File: src/rtl/pipe_mult_hs.sv
// pipe_mult_hs: pipelined WIDTH x WIDTH -> 2*WIDTH multiplier with valid/ready
// on both sides. Operands are reduced to magnitudes at entry. Each stage
// accumulates |A| times one WIDTH/STAGES-bit slice of |B|. The last stage
// applies the recorded sign. Empty stages accept new work while later
// stages are stalled, so bubbles collapse under backpressure.
module pipe_mult_hs #(
   parameter int WIDTH  = 32,
   parameter int STAGES = 4,
   parameter int TAG_W  = 4
) (
   input  logic                         clk,
   input  logic                         rst,
   input  logic                         in_valid,
   output logic                         in_ready,
   input  logic                         in_signed,
   input  logic [WIDTH-1:0]             A,
   input  logic [WIDTH-1:0]             B,
   input  logic [TAG_W-1:0]             in_tag,
   output logic                         out_valid,
   input  logic                         out_ready,
   output logic [2*WIDTH-1:0]           F,
   output logic [TAG_W-1:0]             out_tag,
   output logic [$clog2(STAGES+1)-1:0]  occupancy
);

   localparam int CHUNK = WIDTH / STAGES;
   localparam int PW    = 2 * WIDTH;
   localparam int OCC_W = $clog2(STAGES + 1);

   // Magnitude of an operand: negate only when it is signed and negative.
   function automatic logic [WIDTH-1:0] mag_f(input logic [WIDTH-1:0] x, input logic sgn);
      if (sgn && x[WIDTH-1]) begin
         mag_f = ~x + {{(WIDTH-1){1'b0}}, 1'b1};
      end else begin
         mag_f = x;
      end
   endfunction

   // Two's complement negation over the full product width.
   function automatic logic [PW-1:0] neg_f(input logic [PW-1:0] x);
      neg_f = ~x + {{(PW-1){1'b0}}, 1'b1};
   endfunction

   // Number of set bits in a stage-valid vector.
   function automatic logic [OCC_W-1:0] popcount_f(input logic [STAGES-1:0] v);
      logic [OCC_W-1:0] cnt;
      cnt = {OCC_W{1'b0}};
      for (int i = 0; i < STAGES; i++) begin
         cnt = cnt + OCC_W'(v[i]);
      end
      popcount_f = cnt;
   endfunction

   logic [STAGES-1:0] v_all_s;
   logic [STAGES-1:0] nv_all_s;
   logic [STAGES-1:0] en_s;
   logic [WIDTH-1:0]  a_mag_s;
   logic [WIDTH-1:0]  b_mag_s;
   logic              in_neg_s;
   logic [OCC_W-1:0]  occupancy_r;

   // A stage may load when the output is draining or any stage at or after it is empty.
   always_comb begin
      logic any_empty;
      any_empty = 1'b0;
      en_s      = {STAGES{1'b0}};
      for (int k = STAGES - 1; k >= 0; k--) begin
         any_empty = any_empty | ~v_all_s[k];
         en_s[k]   = out_ready | any_empty;
      end
   end

   assign in_ready = en_s[0];

   // Entry conditioning: magnitudes and the result sign (only meaningful when signed).
   always_comb begin
      a_mag_s  = mag_f(A, in_signed);
      b_mag_s  = mag_f(B, in_signed);
      in_neg_s = in_signed & (A[WIDTH-1] ^ B[WIDTH-1]);
   end

   for (genvar k = 0; k < STAGES; k++) begin : g_stage
      localparam int SW = WIDTH - k * CHUNK;

      logic             v_r;
      logic [TAG_W-1:0] tag_r;
      logic [PW-1:0]    sum_r;

      logic             src_v_s;
      logic [TAG_W-1:0] src_tag_s;
      logic             src_neg_s;
      logic [WIDTH-1:0] src_a_s;
      logic [SW-1:0]    src_b_s;
      logic [PW-1:0]    src_sum_s;
      logic [PW-1:0]    acc_s;
      logic [PW-1:0]    nxt_sum_s;

      if (k == 0) begin : g_src
         assign src_v_s   = in_valid;
         assign src_tag_s = in_tag;
         assign src_neg_s = in_neg_s;
         assign src_a_s   = a_mag_s;
         assign src_b_s   = b_mag_s;
         assign src_sum_s = {PW{1'b0}};
      end else begin : g_src
         assign src_v_s   = g_stage[k-1].v_r;
         assign src_tag_s = g_stage[k-1].tag_r;
         assign src_neg_s = g_stage[k-1].g_carry.neg_r;
         assign src_a_s   = g_stage[k-1].g_carry.a_r;
         assign src_b_s   = g_stage[k-1].g_carry.b_r;
         assign src_sum_s = g_stage[k-1].sum_r;
      end

      // Add this stage's slice product, shifted to its bit position.
      always_comb begin
         acc_s = src_sum_s
               + (({{WIDTH{1'b0}}, src_a_s} * {{(PW-CHUNK){1'b0}}, src_b_s[CHUNK-1:0]})
                  << (k * CHUNK));
      end

      if (k == STAGES - 1) begin : g_fin
         assign nxt_sum_s = src_neg_s ? neg_f(acc_s) : acc_s;
      end else begin : g_fin
         assign nxt_sum_s = acc_s;
      end

      assign v_all_s[k]  = v_r;
      assign nv_all_s[k] = en_s[k] ? src_v_s : v_r;

      // Stage valid, tag and partial sum; data only moves with a valid source.
      always_ff @(posedge clk or posedge rst) begin
         if (rst) begin
            v_r   <= 1'b0;
            tag_r <= {TAG_W{1'b0}};
            sum_r <= {PW{1'b0}};
         end else if (en_s[k]) begin
            v_r <= src_v_s;
            if (src_v_s) begin
               tag_r <= src_tag_s;
               sum_r <= nxt_sum_s;
            end
         end
      end

      if (k < STAGES - 1) begin : g_carry
         localparam int RW = SW - CHUNK;
         logic             neg_r;
         logic [WIDTH-1:0] a_r;
         logic [RW-1:0]    b_r;

         // Operands still needed downstream: sign, |A| and the unconsumed |B| bits.
         always_ff @(posedge clk or posedge rst) begin
            if (rst) begin
               neg_r <= 1'b0;
               a_r   <= {WIDTH{1'b0}};
               b_r   <= {RW{1'b0}};
            end else if (en_s[k] && src_v_s) begin
               neg_r <= src_neg_s;
               a_r   <= src_a_s;
               b_r   <= src_b_s[SW-1:CHUNK];
            end
         end
      end
   end

   // Registered count of stages that hold a transaction.
   always_ff @(posedge clk or posedge rst) begin
      if (rst) begin
         occupancy_r <= {OCC_W{1'b0}};
      end else begin
         occupancy_r <= popcount_f(nv_all_s);
      end
   end

   assign out_valid = g_stage[STAGES-1].v_r;
   assign F         = g_stage[STAGES-1].sum_r;
   assign out_tag   = g_stage[STAGES-1].tag_r;
   assign occupancy = occupancy_r;

endmodule
File: config.mk
export PLATFORM = sky130hd
export DESIGN_NAME = pipe_mult_hs
export DESIGN_NICKNAME = d
export VERILOG_FILES = /design/src/rtl/pipe_mult_hs.sv
export SDC_FILE = /design/constraint.sdc
export NUM_CORES = 2
export LEC_CHECK = 0
export ABC_CLOCK_PERIOD_IN_PS = 11900
export BUFFER_PORTS_ARGS = -buffer_cell sky130_fd_sc_hd__buf_2
export CORE_MARGIN = 2
export CORE_UTILIZATION = 50
export CTS_CLUSTER_DIAMETER = 200
export CTS_CLUSTER_SIZE = 40
export DETAILED_ROUTE_END_ITERATION = 16
export PLACE_DENSITY = 0.74
export SYNTH_ARGS = -nofsm -noshare
export SYNTH_HDL_FRONTEND = slang
export SYNTH_SLANG_ARGS = --single-unit
File: constraint.sdc
create_clock -name clk -period 11.9 [get_ports clk]
set_input_delay 1.785 -clock clk [delete_from_list [all_inputs] [get_ports clk]]
set_output_delay 1.785 -clock clk [all_outputs]
set_load 0.01 [all_outputs]
# After elaboration in Yosys (flattened, before gate mapping)
# Cells that the tools add are included.
# Widths: inputs -> output; s select.
# word_totals
regBits,402
out_inout_bits,73
wordCells,67
# op_classes
add_sub_neg,9
n_mul,4
n_mux,7
n_bitwise,16
reduce_logical,9
# op_table
cell,n
$mul 32x8->40,4
$add 32x1->32 const B,2
$add 64x1->64 const B,1
$add 64x56->64,1
$add 64x64->64,1
$mux 32,2
$mux 64,1
$not 32->32,2
$not 64->64,1
$add 40x48->49,1
$reduce_and 2->1,4
$or 1x1->1,7
$logic_and 1x1->1,5
$mux 1,4
$not 1->1,4
$add 2x1->3,1
$add 3x1->3,1
$add 1x1->2,1
$and 1x1->1,1
$xor 1x1->1,1

# Depth between registers and ports, before layout
# logic_depth
ltp_word,9
depth_mapped,34
depth_no_buf,33

# Least setup slack after synthesis
# No wires, ideal clock.
# synth_path
path_type,register to register
startpoint,reg g_stage[2].g_carry.b_r[7]
endpoint,"reg g_stage[3].sum_r[62], in the netlist F[62]"
setup_ps,134
arrival_ps,7752
setup_slack_ps,4014
stages_incl_launch_ff,34
path_cell_list,dfrtp_1 > clkbuf_1 > nand2_1 > fa_1 > fa_1 > inv_1 > fa_1 > inv_1 > fa_1 > inv_1 > ha_1 > and3_1 > a221oi_1 > or4b_1 > nand2_1 > nand2_1 > o21ai_0 > o21ai_0 > nand2b_1 > xor2_1 > ha_1 > clkbuf_1 > nand4_1 > nor3_1 > nand2_1 > o221a_2 > o21a_1 > o21ai_0 > nand2b_1 > xnor2_1 > nand4_1 > o41ai_1 > xnor2_1 > o21ai_1
# synth_via
elab_chain_cells,5
# synth_lines
element,line,source
start: declaration,149,logic [RW-1:0] b_r;
start signal: assignment,156,b_r <= {RW{1'b0}};
start signal: assignment,160,b_r <= src_b_s[SW-1:CHUNK];
$mul 32x8->40 (*),117,"+ (({{WIDTH{1'b0}}, src_a_s} * {{(PW-CHUNK){1'b0}}, src_b_s[CHUNK-1:0]})"
$add 64x64->64 (*),117,
$not 64->64,41,"neg_f = ~x + {{(PW-1){1'b0}}, 1'b1};"
$add 64x1->64,41,
$mux 64 (*),122,assign nxt_sum_s = src_neg_s ? neg_f(acc_s) : acc_s;
end signal: assignment,135,sum_r <= {PW{1'b0}};
end signal: assignment,140,sum_r <= nxt_sum_s;
end: declaration,87,logic [PW-1:0] sum_r;
# Mark *: on every way between the ends. The rest lies on a longest branch, timed or not.
# A chain may end at the register's enable or synchronous reset.

# Worst setup path after layout
# Same ends and word-level chain as after synthesis.

==> flow_metrics.env <==
export IMPL_status="complete, no violations"
export IMPL_post_drt_wl_per_cell_um=18.7
export IMPL_crit_slowest_cell="dfrtp_1"
export IMPL_required_ps=12340
export IMPL_reg2reg_from="g_stage[2].g_carry.b_r[7]"
export IMPL_critical_path_buf_inv_count=4
export IMPL_ctsResizeCount=0
export IMPL_numClockSinks=380
export IMPL_drtIter0Drc=3012
export IMPL_nNetsFinal=7120
export IMPL_grt_pass1_vias=42000
export IMPL_ios=146
export IMPL_min_from="g_stage[0].tag_r[2]"
export IMPL_overflow=0
export IMPL_relSlewSlack_pct=20.0
export IMPL_setup_total_negative_slack_ps=0
export IMPL_postRouteAntennaNets=0
export IMPL_coreArea_um2=104000
export IMPL_synth_edf_count=0
export IMPL_vias_per_cell=5.61
export IMPL_drc_errors=0
export IMPL_fp_dieW_um=327
export IMPL_clock_latency_ps=580
export IMPL_synthFlopType="dfrtp_1"
export IMPL_reg2reg_depth=29
export IMPL_cts_made_buffers=13
export IMPL_syn_instance_count=6043
export IMPL_syn_area_um2=52300
export IMPL_slew_viol_final=0
export IMPL_post_synth_cell_area_avg_um2=8.65
export IMPL_start_kind="flop"
export IMPL_synth_area_top_cells="fa_1, dfrtp_1, ha_1"
export IMPL_cp_top_family="adder cells"
export IMPL_num_rows=118
export IMPL_fp_dieH_um=327
export IMPL_cap_violations=0
export IMPL_dieArea_um2=107000
export IMPL_io_buffers=145
export IMPL_grt_max_degree=159
export IMPL_mostFrequentLayoutCells="nand2_1, fa_1, inv_1, and2_1, dfrtp_1"
export IMPL_hp_class="reg2reg"
export IMPL_skew_ps=43.9
export IMPL_timing_fmax_mhz=109
export IMPL_async_flop_share_pct=100
export IMPL_crit_path_end_kind="flop"
export IMPL_synth_nets=7188
export IMPL_yosys_area_top_type_share_pct=27.7
export IMPL_grt_pass1_wl_um=224000
export IMPL_period_minus_slack_ps=9150
export IMPL_root_buffer="clkbuf_16"
export IMPL_num_fill_cells=9642
export IMPL_hpwl_um=112000
export IMPL_holdBufCountCts=0
export IMPL_htree_levels=1
export IMPL_initial_utilization_pct=50.4
export IMPL_timing_final_crit_share_pct=76.9
export IMPL_cts_tree="yes"
export IMPL_mostFrequentLayoutCell="nand2_1"
export IMPL_hold_end="g_stage[1].tag_r[2]"
export IMPL_finalWirelength_um=138000
export IMPL_area_growth_pct=4.27
export IMPL_post_route_util_pct=52.6
export IMPL_place_congestion=0.966
export IMPL_final_cells=7356
export IMPL_holdPathStages=2
export IMPL_ys_ff_latch=380
export IMPL_post_dp_cell_area_um2=54100
export IMPL_grt_use_total_pct=25.9
export IMPL_dr_pass1_iters=6
export IMPL_yosys_warnings=0
export IMPL_reg2reg_setup_slack_ps=2750
export IMPL_postCtsSetupBuffers=0
export IMPL_vias=41200
export IMPL_dpl_cell_count=7340
export IMPL_critPathMaxStageDelay_ps=1060
export IMPL_layout_drive_gt1_share_pct=5.21
export IMPL_hold_viol=0
export IMPL_rsz0062_at_grt="no"
export IMPL_cts_buffer_depth=3
export IMPL_setup_violations=0
export IMPL_antenna_found_initial=5
export IMPL_fin_area_um2=54500
export IMPL_crit_fanout=33
export IMPL_critPathArrivalTime_ps=9590
export IMPL_ys_seq_area_share_pct=18.2
export IMPL_synth_distinct_cells=91
export IMPL_synth_top_cell_by_area="fa_1"
export IMPL_tightest_slew_ps=1200
export IMPL_clk_pin_slew_worst_paths_ps=170
export IMPL_worst_r2r_endpoint="F[62]"
export IMPL_critical_path_class="reg2reg"
-- cell type report --
class / count / area, um^2 / share of cell area, %
Inverter: 708 / 2660 / 4.88
Antenna cell: 1 / 2.50 / 0.00459
Clock inverter: 2 / 28.8 / 0.0528
Tap cell: 1380 / 1730 / 3.17
Clock buffer: 13 / 325 / 0.597
Sequential cell: 380 / 9510 / 17.4
Multi-Input combinational cell: 4687 / 39200 / 71.9
Timing Repair Buffer: 185 / 1040 / 1.91
-- layer usage --
| layer | GRT usage (%) | share of wire, % | vias to the layer above |
|---|---|---|---|
| met2 | 43.9 | 48 | 1331 |
| met3 | 3.60 | 6.5 | 201 |
| li1 | - | - | 19200 |
| met5 | 0 | 0.0094 | - |
| met4 | 5.79 | 2.4 | 2 |
| met1 | 35.4 | 43 | 20500 |
-- metrics by stage --
stage | hold WS, ps | setup WS (ps)
after floorplan | 439 | 4010
after global placement | 452 | 2840
after detailed placement | 465 | 2620
after CTS | 491 | 2860
after global routing | 519 | 2010
final | 493 | 2750
-- logic make-up (layout without fill, tap and decap cells) --
group                      after synthesis  count (layout)  share of synthesized area [%]
DFF                                    380             380                           18.2
AOI/OAI and AO/OA                     1030            1030                           12.1
adders and majority gates             1072            1072                           36.1
muxes                                   70              70                           1.50
other                                    0               1                              0
and+or+nand+nor                       2148            2148                           19.0
xor gates and xnor gates               367             367                           6.15
buffers and inverters                  976             908                           7.01
-- registers in the layout, indices dropped and copies added (netlist names) --
name                   cells
g_stage.sum_r            146
g_stage.g_carry.a_r       96
F                         64
g_stage.g_carry.b_r       48
g_stage.tag_r             12
out_tag                    4
g_stage.g_carry.neg_r      3
g_stage.v_r                3
occupancy                  3
out_valid                  1
-- synth_stat cells, types with 39 or more instances --
library cell,count
a21o_1,94
a21oi_1,260
and2_1,419
clkbuf_1,254
dfrtp_1,380
fa_1,724
ha_1,348
inv_1,708
mux2_2,67
nand2_1,1148
nand2b_1,47
nand3_1,75
nor2_1,262
nor3_1,40
o21ai_0,359
o21bai_1,45
o31ai_1,39
xnor2_1,214
xor2_1,153
-- worst max-delay path by stage --
stage | startpoint | endpoint | slack (ps) | depth (start not counted)
2_1_floorplan | g_stage[2].g_carry.b_r[7] | F[62] | 4010 | 33
3_3_place_gp | B[0] | g_stage[0].sum_r[38] | 2840 | 25
3_5_place_dp | B[0] | g_stage[0].sum_r[38] | 2620 | 25
4_1_cts | g_stage[2].g_carry.b_r[7] | F[62] | 2860 | 30
5_1_grt | g_stage[2].g_carry.b_r[7] | F[62] | 2010 | 31
6_report | g_stage[2].g_carry.b_r[7] | F[62] | 2750 | 29
-- tightest hold or removal path, stage by stage (launching register included) --
cell     delay, ps
dfrtp_1        380
nand2_1         50
nand2_1         50
Power is left out: the tool's default activity adds up to more than one toggle a clock period on the data nets, which glitch-free logic cannot reach.
